===== config.mk =====
export PLATFORM = sky130hd
export DESIGN_NAME = demux1to4_buf
export DESIGN_NICKNAME = d
export VERILOG_FILES = /design/src/rtl/demux1to4_buf.sv
export SDC_FILE = /design/constraint.sdc
export NUM_CORES = 1
export LEC_CHECK = 0
export CAP_MARGIN = 0
export CORE_MARGIN = 3
export CORE_UTILIZATION = 45
export DETAILED_ROUTE_END_ITERATION = 6
export PLACE_DENSITY_LB_ADDON = 0.15
export SKIP_CTS_REPAIR_TIMING = 1
export SLEW_MARGIN = 20
export SYNTH_ARGS = -nofsm -noshare
export SYNTH_HDL_FRONTEND = slang
export SYNTH_SLANG_ARGS = --single-unit

===== constraint.sdc =====
create_clock -name clk -period 2 [get_ports clk]
set_input_delay 0.4 -clock clk [delete_from_list [all_inputs] [get_ports clk]]
set_output_delay 0.4 -clock clk [all_outputs]
set_load 0.05 [all_outputs]

===== src/rtl/demux1to4_buf.sv =====
// ============================================================================
//  Module      : demux1to4_buf
//  Description : Registered 1-to-4 demultiplexer. Each incoming word is
//                steered by in_sel into one of four one-entry holding
//                registers, each with its own valid/ready handshake toward
//                its consumer. Fixed one-cycle latency, no in->out data path.
//  Revision    : 1.0 - initial release
// ============================================================================
`default_nettype none

module demux1to4_buf #(
    parameter int N = 32
) (
    input  logic         clk,
    input  logic         rst_n,
    input  logic         flush,
    input  logic         in_valid,
    output logic         in_ready,
    input  logic [1:0]   in_sel,
    input  logic [N-1:0] in_data,
    output logic [3:0]   out_valid,
    input  logic [3:0]   out_ready,
    output logic [N-1:0] out_data0,
    output logic [N-1:0] out_data1,
    output logic [N-1:0] out_data2,
    output logic [N-1:0] out_data3,
    output logic         busy
);

    localparam int NCH = 4;

    logic [3:0]   valid_q;
    logic [3:0]   valid_d;
    logic [3:0]   load;
    logic [N-1:0] data_q [NCH];
    logic         accept;
    logic         busy_q;

    // Only the addressed channel gates acceptance; a full channel may still
    // take a new word in the same cycle its consumer drains the old one.
    assign in_ready = ~flush & (~valid_q[in_sel] | out_ready[in_sel]);
    assign accept   = in_valid & in_ready;

    // Per-channel load strobes and next-state occupancy.
    always_comb begin
        load    = '0;
        valid_d = valid_q;
        for (int k = 0; k < NCH; k++) begin
            load[k] = accept & (in_sel == k[1:0]);
            if (flush)
                valid_d[k] = 1'b0;
            else if (load[k])
                valid_d[k] = 1'b1;
            else if (valid_q[k] & out_ready[k])
                valid_d[k] = 1'b0;
        end
    end

    // Occupancy flags and the registered busy summary.
    always_ff @(posedge clk or negedge rst_n) begin
        if (!rst_n) begin
            valid_q <= '0;
            busy_q  <= 1'b0;
        end else begin
            valid_q <= valid_d;
            busy_q  <= |valid_d;
        end
    end

    generate
        for (genvar g = 0; g < NCH; g++) begin : g_ch
            // Data register only moves on a load; flush leaves the value alone.
            always_ff @(posedge clk or negedge rst_n) begin
                if (!rst_n)
                    data_q[g] <= '0;
                else if (load[g])
                    data_q[g] <= in_data;
            end
        end
    endgenerate

    assign out_valid = valid_q;
    assign busy      = busy_q;
    assign out_data0 = data_q[0];
    assign out_data1 = data_q[1];
    assign out_data2 = data_q[2];
    assign out_data3 = data_q[3];

endmodule

`default_nettype wire


# --- After elaboration in Yosys (flattened, before gate mapping) ---
# Cells that the tools add are included.
totals:
  ff_bits: 133
  in_bits: 42
  output_inout_bits: 134
op_classes:
  magnitude_cmp: 1
  eq_ne: 3
  n_mux: 16
  bitwise: 13
  n_reduce_logical: 2
ops:
  columns: ["op", "n"]
  rows:
  - ["2-to-1 mux 1 bit", 14]
  - ["AND 1 bit", 10]
  - ["binary-select mux 1 bit (select 2 bit)", 2]
  - ["equality test 2 bit (second input constant)", 2]
  - ["OR reduction 4 bit", 1]
  - ["< comparator 2 x 3 -> 1 bit (second input constant)", 1]
  - ["equality test 2 x 1 -> 1 bit (second input constant)", 1]
  - ["zero test 2 bit", 1]
  - ["inverter 1 bit", 2]
  - ["bitwise OR 1 bit", 1]

# --- Logic depth before layout (Yosys ltp) ---
# Gate-level depths: netlist of run 1.
depth:
  depth_word: 10
  depth_mapped: 5

# --- Worst setup path after synthesis of run 1 ---
# OpenSTA, ideal clock, no wires.
synth_timing:
  kind: "reg2out"
  startpoint: "register valid_q[1] (netlist: out_valid[1])"
  endpoint: "output port in_ready"
  t_arrival_ps: 1957
  slack_ps: -357
  path_stages_with_launch: 4
  cell_sequence: "dfrtp_1 -> nor2b_1 -> mux4_1 -> nor2_1"
synth_via:
  elab_chain_len: 5
synth_rtl:
  columns: ["element", "line_no", "source"]
  rows:
  - ["start, declared", "32", "logic [3:0] valid_q;"]
  - ["start signal, assigned", "65", "valid_q <= valid_d;"]
  - ["binary-select mux 1 bit (select 2 bit)", "41", "assign in_ready = ~flush & (~valid_q[in_sel] | out_ready[in_sel]);"]
  - ["2-to-1 mux 1 bit (not written as such)", "41", null]
  - ["inverter 1 bit", "41", null]
  - ["bitwise OR 1 bit", "41", null]
  - ["AND 1 bit", "41", null]
  - ["end, declared", "18", "output logic in_ready,"]
# Every way passes these cells. The select of a mux whose other input is x is not followed.

# --- Worst setup path in the final report of run 1 ---
layout_timing:
  startpoint: "input port out_ready[2]"
  endpoint: "output port in_ready"
layout_via:
  elab_chain_len: 4
layout_rtl:
  columns: ["element", "line_no", "source"]
  rows:
  - ["start, declared", "22", "input logic [3:0] out_ready,"]
  - ["binary-select mux 1 bit (select 2 bit)", "41", null]
  - ["2-to-1 mux 1 bit (not written as such)", "41", null]
  - ["bitwise OR 1 bit", "41", null]
  - ["AND 1 bit", "41", null]
# Every way passes these cells. The select of a mux whose other input is x is not followed.

==> results of run 1 <==
==> cell usage in the layout, fill, tap and decap left out, drive strengths merged <==
cell           instances
a21oi                  3
a31oi                  1
buf                   34
bufinv                 5
clkbuf                21
clkdlybuf4s50         46
clkinv                 3
clkinvlp               2
dfrtp                133
dlymetal6s2s         117
inv                    1
mux2                 128
mux4                   1
nand2                  1
nand2b                 1
nor2                   6
nor2b                  6
nor3                   1
nor4                   1
o22ai                  1
or3b                   2
or4                    1
==> state kept, by name (all words and copies together), names as in the netlist <==
| register | flops |
|---|---|
| out_valid | 4 |
| out_data3 | 32 |
| out_data0 | 32 |
| out_data1 | 32 |
| busy | 1 |
| out_data2 | 32 |
==> cell usage after synthesis (2+ instances only) <==
library cell	count
a21oi_1	3
mux2_4	90
dfrtp_1	133
mux2_2	37
buf_12	3
buf_2	4
buf_6	8
nor2_1	6
or3b_1	2
nor2b_1	6
==> per-layer routing <==
metal  GRT usage [%]  up-vias  wire length (µm)
met2            32.2      108              6680
met1            24.5     1675              5520
li1                -     1464                 -
met3            7.89        6               980
met5               0        -                 0
met4            5.41        0                91
==> worst register-to-register path: stages (launching register included) <==
cell and delay, ns:
dfrtp_2 0.40, nor2b_4 0.13, or4_2 0.69, buf_4 0.24, mux2_4 0.31
==> through the flow <==
step | instance area (µm²) | cells | setup TNS, ns | worst slack (ns)
4_1_cts | 8150 | 656 | -0.849 | -0.343
5_1_grt | 8480 | 658 | -0.188 | -0.166
3_3_place_gp | 7480 | 624 | -34.90 | -0.346
3_5_place_dp | 7480 | 624 | -36.74 | -0.366
6_report | 8480 | 658 | -0.137 | -0.137
2_1_floorplan | 5460 | 301 | 0 | 0.0400
==> logic make-up after synthesis <==
family / count (synthesis) / synth area share, %
compound gates: 5 / 0.505
mux: 129 / 33.1
simple gates: 19 / 2.18
flops: 133 / 61.1
buf+inv: 15 / 3.12
==> layout make-up <==
type | count | area (µm²) | share of cell area, %
Sequential cell | 133 | 3330 | 39.3
Clock buffer | 21 | 470 | 5.55
Timing Repair Buffer | 197 | 2300 | 27.2
Tap cell | 143 | 179 | 2.11
Clock inverter | 11 | 196 | 2.32
Multi-Input combinational cell | 153 | 1990 | 23.5
==> worst max-delay path by stage <==
stage                     slack, ns  depth (start not counted)              startpoint                         to
final                         -0.14                          5            out_ready[2]                   in_ready
after global routing          -0.17                          4  out_valid[3]$_DFF_PN0_                   in_ready
after CTS                     -0.34                          4               in_sel[0]                   in_ready
after detailed placement      -0.37                          4               in_sel[0]  out_data0[11]$_DFFE_PN0P_
after global placement        -0.35                          4               in_sel[0]  out_data0[13]$_DFFE_PN0P_
after floorplan                0.04                          3  out_valid[1]$_DFF_PN0_                   in_ready
==> where the power goes <==
part / internal, mW / total (mW) / switching, mW
registers: 3.28 / 3.61 / 0.336
logic: 1.66 / 4.37 / 2.71
clock network: 2.32 / 3.49 / 1.17
==> run metrics, run 1 <==
Synth Flop Type dfrtp_1; area delta synth->final 55.5%; Relative slew margins 61.7%; final worst-path cycle share 107%; Post-Syn Area 5450 µm²; Leak between 5 and 6 nW; cell taking the most area after synthesis dfrtp_1; r2r endpoint out_data0[12]$_DFFE_PN0P_; die height approximately 120 µm; Post-synth ARST share between 90% and 100%; Core Util, Final around 73%; sequential fraction of the synthesis area 61.1%; final setup margin -0.137 ns; YS warnings 0; initial drt markers 182; Core Rows 39; GP Congestion slightly below 0.8; Synth top area share slightly above 60%; Overall Power between 10 and 15 mW; violated checks negative setup slack; status finished with violations; FF-to-FF path depth 4; RSZ-0062 raised after global routing yes; Starting Density between 40% and 50%; first-pass GRT wire length about 20,000 µm; DRC Markers 0; final hold slack about 0.015 ns; WP data arrival about 1.7 ns; HP Class in2async; die area between 10,000 and 15,000 µm²; EDFF count, synth 0; Setup violations, final 1; average cell area after synthesis ~18 µm²; DRT Pass-1 Iters 4; Clock transition at path regs 0.06 ns; ant diodes 0; routed vias between 3,000 and 4,000; Mapped Nets about 340; # Max-Cap Violations 0; share of cells above drive strength 1 about two fifths; clock net sink count ~130; CTS Buf Count 17; Worst path slowest cell mux4_2; r2r setup slk about 0.11 ns; gr ovfl total 0; total track usage 19.7%; clk_skew just under 0.009 ns; Buf/Inv on CP 2; CP Max Fanout 3; initial antenna violation count 0; crit path cell chain clkdlybuf4s50_1 > nor2b_4 > mux4_2 > nor2_4 > buf_12; core area 11,600 µm²; Unique masters post-synth 19; port bufs 175; fillcell total 752; Worst-Skew Late Latency between 0.4 and 0.5 ns; Worst setup SP type primary input; routed wire length per instance approximately 20 µm; vias in the first global route around 3,600; max-slew violation count 0; min Tclk post-route between 2 and 2.5 ns; Worst Setup End Kind primary output; ranking of synthesized cells by area dfrtp_1 (61%), mux2_4 (25%), mux2_2 (7.6%); CTS max path bufs 2; Vias/cell approximately 5; fin nets 544; Top Ports between 150 and 200; Max Fclk 468 MHz; largest net degree at the start of global routing between 60 and 70; Root Buffer clkbuf_16; peak supply drop ~0.77 mV; CTS tree yes; HPWL Detailed between 8000 and 9000 µm; Mapped Cells approximately 300; Die X approximately 120 µm; Largest delay share family, worst path buffers and inverters; Synth Register Bits 133; critical path class in2out; Critical Path RT about 1.6 ns; Cell Pwr Density about 1400 nW/µm²; Reg-to-Reg Start out_valid[0]$_DFF_PN0_; CP max stage delay a little over 0.5 ns; H-tree level count 4; drt total wl around 13,000 µm; Final Hold Viols 0; Slew @ Worst Pin 0.573 ns; Detail Route Antenna Nets 0
Note: power is estimated with default switching activity, not from simulation.
==> run 2, diff against run 1 <==
--- a/config.mk
+++ b/config.mk
@@ -8,6 +8,7 @@
 export CAP_MARGIN = 0
 export CORE_MARGIN = 3
 export CORE_UTILIZATION = 45
+export CTS_CLUSTER_SIZE = 16
 export DETAILED_ROUTE_END_ITERATION = 6
 export PLACE_DENSITY_LB_ADDON = 0.15
 export SKIP_CTS_REPAIR_TIMING = 1
==> results of run 2 <==
Final layout, timing and power as in run 1 (identical DEF).
==> run 3, diff against run 2 <==
--- a/config.mk
+++ b/config.mk
@@ -6,8 +6,10 @@
 export NUM_CORES = 1
 export LEC_CHECK = 0
 export CAP_MARGIN = 0
+export CELL_PAD_IN_SITES_DETAIL_PLACEMENT = 0
+export CELL_PAD_IN_SITES_GLOBAL_PLACEMENT = 2
 export CORE_MARGIN = 3
-export CORE_UTILIZATION = 45
+export CORE_UTILIZATION = 32
 export CTS_CLUSTER_SIZE = 16
 export DETAILED_ROUTE_END_ITERATION = 6
 export PLACE_DENSITY_LB_ADDON = 0.15
==> run metrics, run 3 (same netlist as run 1, synthesis figures left out) <==
status finished with violations; violated checks negative setup slack; Core Util, Final about 51%; CTS max path bufs 2; Reg-to-Reg Start out_valid[0]$_DFF_PN0_; r2r endpoint out_data0[26]$_DFFE_PN0P_; Max Fclk approximately 470 MHz; initial drt markers between 100 and 150; Worst Setup End Kind primary output; Worst setup SP type primary input; Vias/cell 4.35; Detail Route Antenna Nets 0; Worst-Skew Late Latency 0.41 ns; CTS Buf Count 17; Leak ~5.0 nW; DRC Markers 0; Die X ~140 µm; WP data arrival ~1.7 ns; fin nets around 550; GP Congestion between 0.7 and 0.8; fillcell total roughly 1,400; RSZ-0062 raised after global routing yes; ant diodes 0; CTS tree yes; die area between 15,000 and 20,000 µm²; CP Max Fanout 3; routed vias ~3,200; Slew @ Worst Pin 0.570 ns; r2r setup slk between 0.1 and 0.15 ns; HPWL Detailed roughly 9300 µm; vias in the first global route roughly 3,500; Largest delay share family, worst path buffers and inverters; max-slew violation count 0; Post-Layout Cell Count 739; Starting Density around a third; Root Buffer clkbuf_16; hold_sp out_ready[1]; Clock transition at path regs 0.05 ns; H-tree level count 4; Hold Path Depth 4; Multi-input gate area between 1500 and 2000 µm²; area delta synth->final 55.0%; Hold EP out_valid[1]$_DFF_PN0_; total track usage between 10 and 15%; Placement Setup Slack -0.363 ns; peak supply drop 0.600 mV; WP depth 5; first-pass GRT wire length a little over 20,000 µm; Buf/Inv on CP 2; routed wire length per instance approximately 18 µm; port bufs approximately 180; share of cells above drive strength 1 between 40% and 50%; Relative slew margins approximately three fifths; CP max stage delay ~0.50 ns; clk_skew around 0.0039 ns; core area ~17,000 µm²; most frequent cells in the layout dfrtp_1 (129), dlymetal6s2s_1 (113), mux2_4 (90), clkdlybuf4s50_1 (41), mux2_2 (37); crit path cell chain clkdlybuf4s50_1 > nor2b_4 > mux4_2 > nor2_4 > buf_12; Setup violations, final 1; FF-to-FF path depth 4; commonest non-fill, non-tap cell in the layout dfrtp_1; # Max-Cap Violations 0; Worst path slowest cell clkdlybuf4s50_1; final worst-path cycle share 106%; final setup margin -0.128 ns; Core Rows 47; largest net degree at the start of global routing between 50 and 60; Critical Path RT between 1.5 and 2 ns; Top Ports between 150 and 200; die height between 100 and 150 µm; post-route setup TNS -0.128 ns; drt total wl 13,500 µm; critical path class in2out; initial antenna violation count 0; Cell Pwr Density 1270 nW/µm²; HP Class in2reg; Placed Instances 701; DRT Pass-1 Iters 4; gr ovfl total 0; min Tclk post-route 2.13 ns; clock net sink count approximately 130; Final Hold Viols 0; Register Area about 3300 µm²
==> run 3: cell type report <==
class	count	share of cell area, %
sequential	133	39.5
clock buffer	22	5.61
clock inverter	9	0.652
multi-input combinational	153	23.6
tap	220	3.26
timing repair buffer	202	27.4
==> run 3: worst register-to-register path, stage by stage (launching register included) <==
cell	delay, ns
dfrtp_2	0.40
nor2b_4	0.13
or4_2	0.69
buf_12	0.22
mux2_4	0.32
==> run 3: power by group <==
group	total, mW	switching, mW	internal (mW)	leakage [nW]
combinational	4.35	2.70	1.65	3.14
sequential	3.59	0.316	3.28	1.60
clock	2.77	1.11	1.66	0.254
==> run 3: worst max-delay path by stage <==
stage	slack, ns	endpoint	from
after floorplan	0.04	in_ready	out_valid[1]$_DFF_PN0_
after global placement	-0.33	out_data2[11]$_DFFE_PN0P_	in_sel[1]
after detailed placement	-0.36	out_data1[1]$_DFFE_PN0P_	in_sel[0]
after CTS	-0.34	in_ready	in_sel[0]
after global routing	-0.18	in_ready	out_valid[3]$_DFF_PN0_
final	-0.13	in_ready	out_ready[0]
==> run 3: through the flow <==
step	hold slack (ns)	cell area, µm²	power [mW]
after floorplan	0.104	5460	6.49
after global placement	0.395	7550	8.04
after detailed placement	0.397	7550	8.07
after CTS	-0.0513	8080	10.9
after global routing	0.381	8450	11.2
final	0.383	8450	10.7
==> run 3: per-layer routing <==
layer	share of wire, %	GRT usage [%]	wire (µm)
met3	8.4	6.32	1130
met4	0.91	4.54	123
met5	0	0	0
met1	45	19.7	6080
met2	46	21.7	6140
